--- config.mk ---
export PLATFORM = sky130hd
export DESIGN_NAME = vga_scanout
export DESIGN_NICKNAME = d
export VERILOG_FILES = /design/src/rtl/vga_pkg.sv /design/src/rtl/vga_timing.sv /design/src/rtl/vga_scanout.sv
export SDC_FILE = /design/constraint.sdc
export NUM_CORES = 1
export LEC_CHECK = 0
export CORE_MARGIN = 2
export CORE_UTILIZATION = 45
export CTS_BUF_LIST = sky130_fd_sc_hd__clkbuf_4 sky130_fd_sc_hd__clkbuf_8
export DETAILED_ROUTE_END_ITERATION = 16
export PLACE_DENSITY = 0.86
export SYNTH_ARGS = -nofsm -noshare
export SYNTH_HDL_FRONTEND = slang
export SYNTH_SLANG_ARGS = --single-unit
--- constraint.sdc ---
create_clock -name clock -period 2.9 [get_ports clock]
set_input_delay 0.725 -clock clock [delete_from_list [all_inputs] [get_ports clock]]
set_output_delay 0.725 -clock clock [all_outputs]
set_load 0.1 [all_outputs]
--- src/rtl/vga_pkg.sv ---
// Shared constants and types for the VGA frame-buffer scan-out path.
// Default timing is 640x480 @ 60 Hz driven from a 25 MHz pixel enable.
package vga_pkg;

  localparam int DEF_H_ACTIVE = 640;
  localparam int DEF_H_FP     = 16;
  localparam int DEF_H_SYNC   = 96;
  localparam int DEF_H_BP     = 48;
  localparam int DEF_V_ACTIVE = 480;
  localparam int DEF_V_FP     = 10;
  localparam int DEF_V_SYNC   = 2;
  localparam int DEF_V_BP     = 33;

  localparam int FB_WIDTH  = 160;
  localparam int FB_HEIGHT = 120;
  localparam int FB_DEPTH  = 19200;

  typedef logic [2:0] colour_t;

  // Eight vertical bars, each 20 source pixels wide: colour = x / 20.
  function automatic colour_t testpat_colour(input logic [7:0] x);
    colour_t c;
    c = '0;
    for (int i = 1; i < 8; i++) begin
      if (int'(x) >= 20 * i) c = colour_t'(i);
    end
    return c;
  endfunction

endpackage

--- src/rtl/vga_timing.sv ---
// Pixel-enable phase, horizontal/vertical raster counters and the sync,
// visible-region and frame-start decode for the VGA scan-out.
module vga_timing
  import vga_pkg::*;
#(
  parameter int H_ACTIVE = DEF_H_ACTIVE,
  parameter int H_FP     = DEF_H_FP,
  parameter int H_SYNC   = DEF_H_SYNC,
  parameter int H_BP     = DEF_H_BP,
  parameter int V_ACTIVE = DEF_V_ACTIVE,
  parameter int V_FP     = DEF_V_FP,
  parameter int V_SYNC   = DEF_V_SYNC,
  parameter int V_BP     = DEF_V_BP
) (
  input  logic       clock,
  input  logic       resetn,
  output logic       pix_en,
  output logic       vga_clk,
  output logic [9:0] h,
  output logic [9:0] v,
  output logic       hs_n,
  output logic       vs_n,
  output logic       visible,
  output logic       frame_start
);

  localparam int H_TOTAL = H_ACTIVE + H_FP + H_SYNC + H_BP;
  localparam int V_TOTAL = V_ACTIVE + V_FP + V_SYNC + V_BP;

  logic       phase_q, phase_d;
  logic [9:0] h_q, h_d;
  logic [9:0] v_q, v_d;
  logic       fs_q, fs_d;

  always_comb begin
    phase_d = ~phase_q;
    h_d     = h_q;
    v_d     = v_q;
    fs_d    = 1'b0;
    if (pix_en) begin
      if (h_q == 10'(H_TOTAL - 1)) begin
        h_d = '0;
        if (v_q == 10'(V_TOTAL - 1)) begin
          v_d  = '0;
          fs_d = 1'b1;
        end else begin
          v_d = v_q + 10'd1;
        end
      end else begin
        h_d = h_q + 10'd1;
      end
    end
  end

  always_ff @(posedge clock or negedge resetn) begin
    if (!resetn) begin
      phase_q <= 1'b0;
      h_q     <= '0;
      v_q     <= '0;
      fs_q    <= 1'b0;
    end else begin
      phase_q <= phase_d;
      h_q     <= h_d;
      v_q     <= v_d;
      fs_q    <= fs_d;
    end
  end

  assign pix_en      = phase_q;
  assign vga_clk     = phase_q;
  assign h           = h_q;
  assign v           = v_q;
  assign frame_start = fs_q;

  assign hs_n    = !((h_q >= 10'(H_ACTIVE + H_FP)) && (h_q < 10'(H_ACTIVE + H_FP + H_SYNC)));
  assign vs_n    = !((v_q >= 10'(V_ACTIVE + V_FP)) && (v_q < 10'(V_ACTIVE + V_FP + V_SYNC)));
  assign visible = (h_q < 10'(H_ACTIVE)) && (v_q < 10'(V_ACTIVE));

endmodule

--- src/rtl/vga_scanout.sv ---
// Frame-buffer reader and VGA DAC driver: 160x120x3 buffer shown as 4x4 blocks.
// Optional SCANOUT_TESTPAT_EN adds a test_pattern input selecting colour bars.
module vga_scanout
  import vga_pkg::*;
#(
  parameter int H_ACTIVE = DEF_H_ACTIVE,
  parameter int H_FP     = DEF_H_FP,
  parameter int H_SYNC   = DEF_H_SYNC,
  parameter int H_BP     = DEF_H_BP,
  parameter int V_ACTIVE = DEF_V_ACTIVE,
  parameter int V_FP     = DEF_V_FP,
  parameter int V_SYNC   = DEF_V_SYNC,
  parameter int V_BP     = DEF_V_BP
) (
  input  logic        clock,
  input  logic        resetn,
`ifdef SCANOUT_TESTPAT_EN
  input  logic        test_pattern,
`endif
  output logic [14:0] rd_address,
  input  logic [2:0]  rd_data,
  output logic        frame_start,
  output logic        VGA_CLK,
  output logic        VGA_HS,
  output logic        VGA_VS,
  output logic        VGA_BLANK_N,
  output logic        VGA_SYNC_N,
  output logic [9:0]  VGA_R,
  output logic [9:0]  VGA_G,
  output logic [9:0]  VGA_B
);

  logic       pix_en, hs_n, vs_n, visible;
  logic [9:0] h, v;

  vga_timing #(
    .H_ACTIVE(H_ACTIVE), .H_FP(H_FP), .H_SYNC(H_SYNC), .H_BP(H_BP),
    .V_ACTIVE(V_ACTIVE), .V_FP(V_FP), .V_SYNC(V_SYNC), .V_BP(V_BP)
  ) u_timing (
    .clock       (clock),
    .resetn      (resetn),
    .pix_en      (pix_en),
    .vga_clk     (VGA_CLK),
    .h           (h),
    .v           (v),
    .hs_n        (hs_n),
    .vs_n        (vs_n),
    .visible     (visible),
    .frame_start (frame_start)
  );

  logic [7:0]  x;
  logic [6:0]  y;
  logic [14:0] y_ext;
  logic        unused_bits;

  assign x           = h[9:2];
  assign y           = v[8:2];
  assign y_ext       = {8'd0, y};
  assign unused_bits = ^{h[1:0], v[9], v[1:0]};

  // y*160 + x as shifts; forced to 0 during blanking so the RAM sees a legal address.
  assign rd_address = visible ? ((y_ext << 7) + (y_ext << 5) + {7'd0, x}) : '0;

  colour_t colour_src;
  colour_t colour_q, colour_d;
  logic    hs_q, hs_d, vs_q, vs_d, blank_n_q, blank_n_d;

  always_comb begin
    colour_src = rd_data;
`ifdef SCANOUT_TESTPAT_EN
    if (test_pattern) colour_src = testpat_colour(x);
`endif
    colour_d  = colour_q;
    hs_d      = hs_q;
    vs_d      = vs_q;
    blank_n_d = blank_n_q;
    // rd_data for this pixel has arrived by the second clock of the pixel period.
    if (pix_en) begin
      colour_d  = visible ? colour_src : '0;
      hs_d      = hs_n;
      vs_d      = vs_n;
      blank_n_d = visible;
    end
  end

  always_ff @(posedge clock or negedge resetn) begin
    if (!resetn) begin
      colour_q  <= '0;
      hs_q      <= 1'b1;
      vs_q      <= 1'b1;
      blank_n_q <= 1'b0;
    end else begin
      colour_q  <= colour_d;
      hs_q      <= hs_d;
      vs_q      <= vs_d;
      blank_n_q <= blank_n_d;
    end
  end

  assign VGA_HS      = hs_q;
  assign VGA_VS      = vs_q;
  assign VGA_BLANK_N = blank_n_q;
  assign VGA_SYNC_N  = 1'b1;
  assign VGA_R       = {10{colour_q[2]}};
  assign VGA_G       = {10{colour_q[1]}};
  assign VGA_B       = {10{colour_q[0]}};

endmodule
### Word-level counts from Yosys, hierarchy flattened

Index checks and enable logic that the tools add are counted.
Widths: inputs -> output; s select.

| storage, ports and cells | value |
|---|---|
| logic and storage cells | 34 |
| bits in registers | 28 |

| operators by class | value |
|---|---|
| magnitude comparators | 6 |
| bitwise gates (word level) | 1 |
| reduce and logical (&&, ||, !) cells | 6 |
| multiplexer cells | 7 |
| equal/unequal tests | 2 |
| $add $sub $neg | 4 |

Operators by type and width:

| operator | count |
|---|---|
| $add 10x1->10 const B | 2 |
| $eq 10x10->1 const B | 2 |
| $lt 10x10->1 const B | 2 |
| $lt 10x9->1 const B | 2 |
| $mux 10 | 2 |
| $add 14x12->15 | 1 |
| $add 15x8->15 | 1 |
| $mux 15 | 1 |
| $ge 10x10->1 const B | 1 |
| $ge 10x9->1 const B | 1 |
| $logic_and 1x1->1 | 3 |
| $mux 1 | 3 |
| $mux 3 | 1 |
| $logic_not 1->1 | 2 |
| $reduce_and 2->1 | 1 |
| $not 1->1 | 1 |

### Longest topological paths before layout

| logic depth | value |
|---|---|
| depth in word-level cells | 4 |
| gate-level depth with buffers | 9 |
| gate-level depth less buffers | 9 |

### By module

From an unflattened synthesis, not the netlist that was laid out.

| second synthesis, totals | value |
|---|---|
| cell total of the unflattened synthesis | 232 |
| area total of the unflattened synthesis | 2165.8 µm² |

Modules (own cells, without submodules):

| module | times used | cells each | sequential area each (µm²) | area an instance (µm²) |
|---|---|---|---|---|
| vga_timing | 1 | 117 | 550.5 | 1184.9 |
| vga_scanout | 1 | 115 | 152.6 | 980.9 |

### Worst setup path after synthesis

No wires, ideal clock.

| timing | value |
|---|---|
| path kind | reg2out |
| from | register u_timing.v_q[2] (netlist: u_timing.v[2]) |
| to | output port rd_address[12] |
| path buffers | 0 |
| cell stages (with the launch flop) | 9 |
| path slack | -1765 ps |
| arrival time | 3940 ps |
| required time | 2175 ps |
| path through | dfrtp_1 > inv_1 > fa_1 > fa_1 > nor2b_1 > o21ai_0 > a21oi_1 > nor3_1 > nor3_1 |

| on the way | value |
|---|---|
| cells in the longest elaborated chain, start to end | 3 |
| elaborated cells between the ends (all ways) | 5 |
| classes of those cells | 2 x add/sub; 1 x order compare; 1 x mux; 1 x reduce/logical |

Ends and longest elaborated chain:

| what | line | source |
|---|---|---|
| from (decl) | vga_timing.sv:32 | `logic [9:0] v_q, v_d;` |
| from (signal assigned) | vga_timing.sv:64 | `v_q <= v_d;` |
| $add 14x12->15 or $lt 10x9->1 (tied branches) | vga_scanout.sv:63, vga_timing.sv:77 |  |
| $add 15x8->15 or $logic_and 1x1->1 (tied branches) | vga_scanout.sv:63, vga_timing.sv:77 |  |
| $mux 15 * | vga_scanout.sv:63 | `assign rd_address = visible ? ((y_ext << 7) + (y_ext << 5) + {7'd0, x}) : '0;` |
| to (decl) | vga_scanout.sv:20 | `output logic [14:0] rd_address,` |

Mark *: on every way between the ends. The rest lies on a longest branch, timed or not.

### Worst setup path in the final report

| timing | value |
|---|---|
| from | register u_timing.v_q[4] (netlist: u_timing.v[4]) |
| to | output port rd_address[11] |

The elaborated chain is that of the path after synthesis.

==> flow_summary.json <==
{
  "clkPwrFrac_pct": 33.5,
  "vdd_drop_max_v": 0.000249,
  "slew_headroom_pct": 37.4,
  "p_int_mw": 0.610,
  "clk_latency_ns": 0.27,
  "arrival_ns": 2.61,
  "synth-edff-count": 0,
  "rsz0062_at_grt": "yes",
  "die_area_um2": 5170,
  "timing.rr.start": "u_timing.h[9]",
  "finalSetupViolCount": 7,
  "synth_cells": 228,
  "syn_area_um2": 2080,
  "cp-start-kind": "flop",
  "drt_wl_total_mm": 5.11,
  "violations": "negative setup slack",
  "outcome": "complete, but fails checks",
  "ctsLongestPathBuffers": 2,
  "antenna_found_initial": 0,
  "clk_pin_slew_ns": 0.10,
  "die_w_um": 71.9,
  "syn_nets": 252,
  "p_sw_mw": 0.316,
  "p_leak_nw": 1.39,
  "wire_per_inst_um": 15.5,
  "path_class": "flop to output port",
  "viasPerCell": 5.41,
  "r2r_setup_slack_ns": 0.42,
  "dieHeight_um": 71.9,
  "clkSinkCount": 28,
  "io_buffers": 54,
  "async_reset_ff_share_pct": 100,
  "grt.total_usage_pct": 20.9,
  "syn2layout_area_growth_pct": 41.4,
  "grt-ovfl-total": 0,
  "critPathRequiredTime_ns": 2.17,
  "htreeDepth": 1,
  "holdPathEnd": "VGA_VS",
  "whs_path_depth": 2,
  "fill_cells": 313,
  "place_hpwl_mm": 3.59,
  "synth.avg_cell_area_um2": 9.10,
  "period_minus_slack_ns": 3.33,
  "layout.cells.non_filler": 329,
  "final_area_um2": 2930,
  "ios": 56,
  "min_path_type": "flop to flop",
  "crit_path_end_kind": "output port",
  "postRouteAntennaNets": 0,
  "cts_buffers": 3,
  "root_buffer": "clkbuf_8",
  "placedCellCount": 322,
  "hold_viol_final": 0,
  "worst_slew_pin_slew_ns": 0.926,
  "dp_slack_ns": -0.222,
  "grt_max_degree": 29,
  "cts_tree": "done",
  "diodes": 0,
  "grt_pass1_wl_mm": 8.70,
  "switching_share_pct": 34.1,
  "drc": 0,
  "slew_viol_final": 0,
  "grt_pass1_vias": 1966,
  "core_um2": 4380,
  "synth-seq-cells": 28,
  "place_congestion": 0.826,
  "hold_start": "VGA_VS",
  "final_core_util_pct": 66.9,
  "p_comb_share_pct": 23.5,
  "ff2ff_path_depth": 8,
  "final_layout_size_suffix_gt1_share_pct": 43.0,
  "ys_seq_area_share_pct": 33.9,
  "sequentialPowerShare_pct": 43.0,
  "dr_total_vias": 1779,
  "max_cap_viol_count": 0,
  "fin_ws_ns": -0.432,
  "dpl_cell_area_um2": 2760,
  "dr.pass1.iters": 4,
  "r2r_end": "u_timing.v[2]",
  "layout.nets": 302,
  "whs_ns": 0.493,
  "num_rows": 24,
  "yosysUniqueCellTypes": 40,
  "initial_core_util_pct": 47.3,
  "max_freq_mhz": 300,
  "yosysWarnings": 0,
  "power.density_nw_per_um2": 315,
  "fin_crit_sh_pct": 115,
  "clock_skew_ns": 0.00276,
  "ys.flop_type": "dfrtp_1",
  "drt_iter0_markers": 98,
  "crit_fanout": 3
}
## area by class of cell
class	instances	area (um^2)	share of cell area (%)
clock buffer	3	41.3	1.41
inverter	14	52.6	1.79
sequential	28	703	24.0
tap	52	65.1	2.22
clock inverter	1	30.0	1.02
multi-input combinational	153	1250	42.5
timing repair buffer	78	795	27.1
## registers in the layout, indices dropped and copies added (netlist names)
register and count:
u_timing.v 10, u_timing.pix_en 1, u_timing.frame_start 1, VGA_HS 1, u_timing.h 10, colour_q 3, VGA_VS 1, VGA_BLANK_N 1
## layout by cell type, fill, tap and decap left out, types with 3 or more instances in the layout
master	instances
dfrtp_1	26
nor3_1	5
a21oi_1	4
inv_1	10
nand2_1	19
and3_1	5
o2bb2ai_1	3
clkbuf_8	3
xor2_1	4
nand3_1	6
ha_1	14
nor2_4	4
nand4_1	5
clkdlybuf4s50_1	4
buf_4	56
o21ai_0	9
a31oi_1	4
a21o_1	4
nor3_4	3
xnor2_1	9
buf_12	15
nor2_1	8
and2_1	6
buf_6	3
inv_2	4
## kinds of logic after synthesis
| kind of cell | Yosys count | synth area share [%] |
|---|---|---|
| XOR/XNOR | 14 | 5.91 |
| AND/OR/NAND/NOR | 82 | 21.9 |
| multiplexers | 1 | 0.542 |
| flip-flops | 28 | 33.9 |
| adder cells (fa/ha/maj) | 19 | 12.2 |
| buffers and inverters | 47 | 14.5 |
| AO/OA/AOI/OAI | 36 | 10.9 |
| other | 1 | 0.181 |
## repair_timing
action,4_1_cts,5_1_grt
setup buffers,3,3
cloned,0,0
gates resized for setup,13,5
pin swaps,13,11
hold buffers,0,0
hold endpoints to repair,0,0
setup endpoints to repair,7,8
## synth_stat cells, drive strengths merged, types with 2 or more instances
| cell | count | area share [%] |
|---|---|---|
| a211oi | 3 | 1.1 |
| a21o | 5 | 1.9 |
| a21oi | 5 | 1.2 |
| a31oi | 4 | 1.2 |
| and2 | 7 | 2.1 |
| and3 | 7 | 2.2 |
| buf | 31 | 12 |
| clkbuf | 2 | 0.36 |
| dfrtp | 26 | 31 |
| dfstp | 2 | 2.5 |
| fa | 2 | 1.9 |
| ha | 17 | 10 |
| inv | 14 | 2.5 |
| nand2 | 19 | 3.4 |
| nand3 | 6 | 1.4 |
| nand4 | 7 | 2.7 |
| nor2 | 14 | 2.5 |
| nor2b | 3 | 0.90 |
| nor3 | 10 | 2.4 |
| nor4 | 2 | 0.60 |
| nor4b | 2 | 1.6 |
| o21ai | 12 | 2.9 |
| o2bb2ai | 3 | 1.3 |
| o31ai | 2 | 0.72 |
| xnor2 | 9 | 3.8 |
| xor2 | 5 | 2.1 |
## critical path, stage by stage (launching register included)
cell and delay, ns:
dfrtp_1 0.38, inv_2 0.05, fa_2 0.59, inv_2 0.05
ha_4 0.22, a211oi_4 0.25, o21ai_1 0.11, a21oi_1 0.19
xor2_1 0.26, nor2_4 0.07, buf_12 0.17
## power by group through the flow
stage	Clock [mW]	Sequential [mW]	Combinational, mW
2_1_floorplan	0	0.421	0.183
3_3_place_gp	0	0.405	0.217
3_5_place_dp	0	0.406	0.218
4_1_cts	0.313	0.398	0.219
5_1_grt	0.334	0.399	0.222
6_report	0.310	0.398	0.217
## metal layers
metal	part of all wire (%)	global-route usage, %	vias to the layer above
met5	0	0	-
met4	2.0	10.7	0
met3	3.8	2.78	12
met2	53	36.2	58
met1	41	25.6	853
li1	-	-	856
## how the worst max path moves through the flow
| stage | startpoint | end | slack [ns] | cells past startpoint |
|---|---|---|---|---|
| floorplan | u_timing.h[8] | rd_address[12] | -0.40 | 9 |
| finish | u_timing.v[4] | rd_address[11] | -0.43 | 10 |
| CTS | u_timing.v[4] | rd_address[13] | -0.45 | 10 |
| detailed placement | u_timing.h[9] | rd_address[13] | -0.22 | 10 |
| global placement | u_timing.h[9] | rd_address[13] | -0.16 | 10 |
| global route | u_timing.v[4] | rd_address[11] | -0.53 | 10 |
## through the flow
stage,setup TNS (ns),power [mW]
after floorplan,-1.69,0.604
after global placement,-0.398,0.622
after detailed placement,-0.723,0.624
after CTS,-2.57,0.930
after global routing,-2.98,0.956
final,-2.29,0.926
Power figures use the tool's default switching activity.
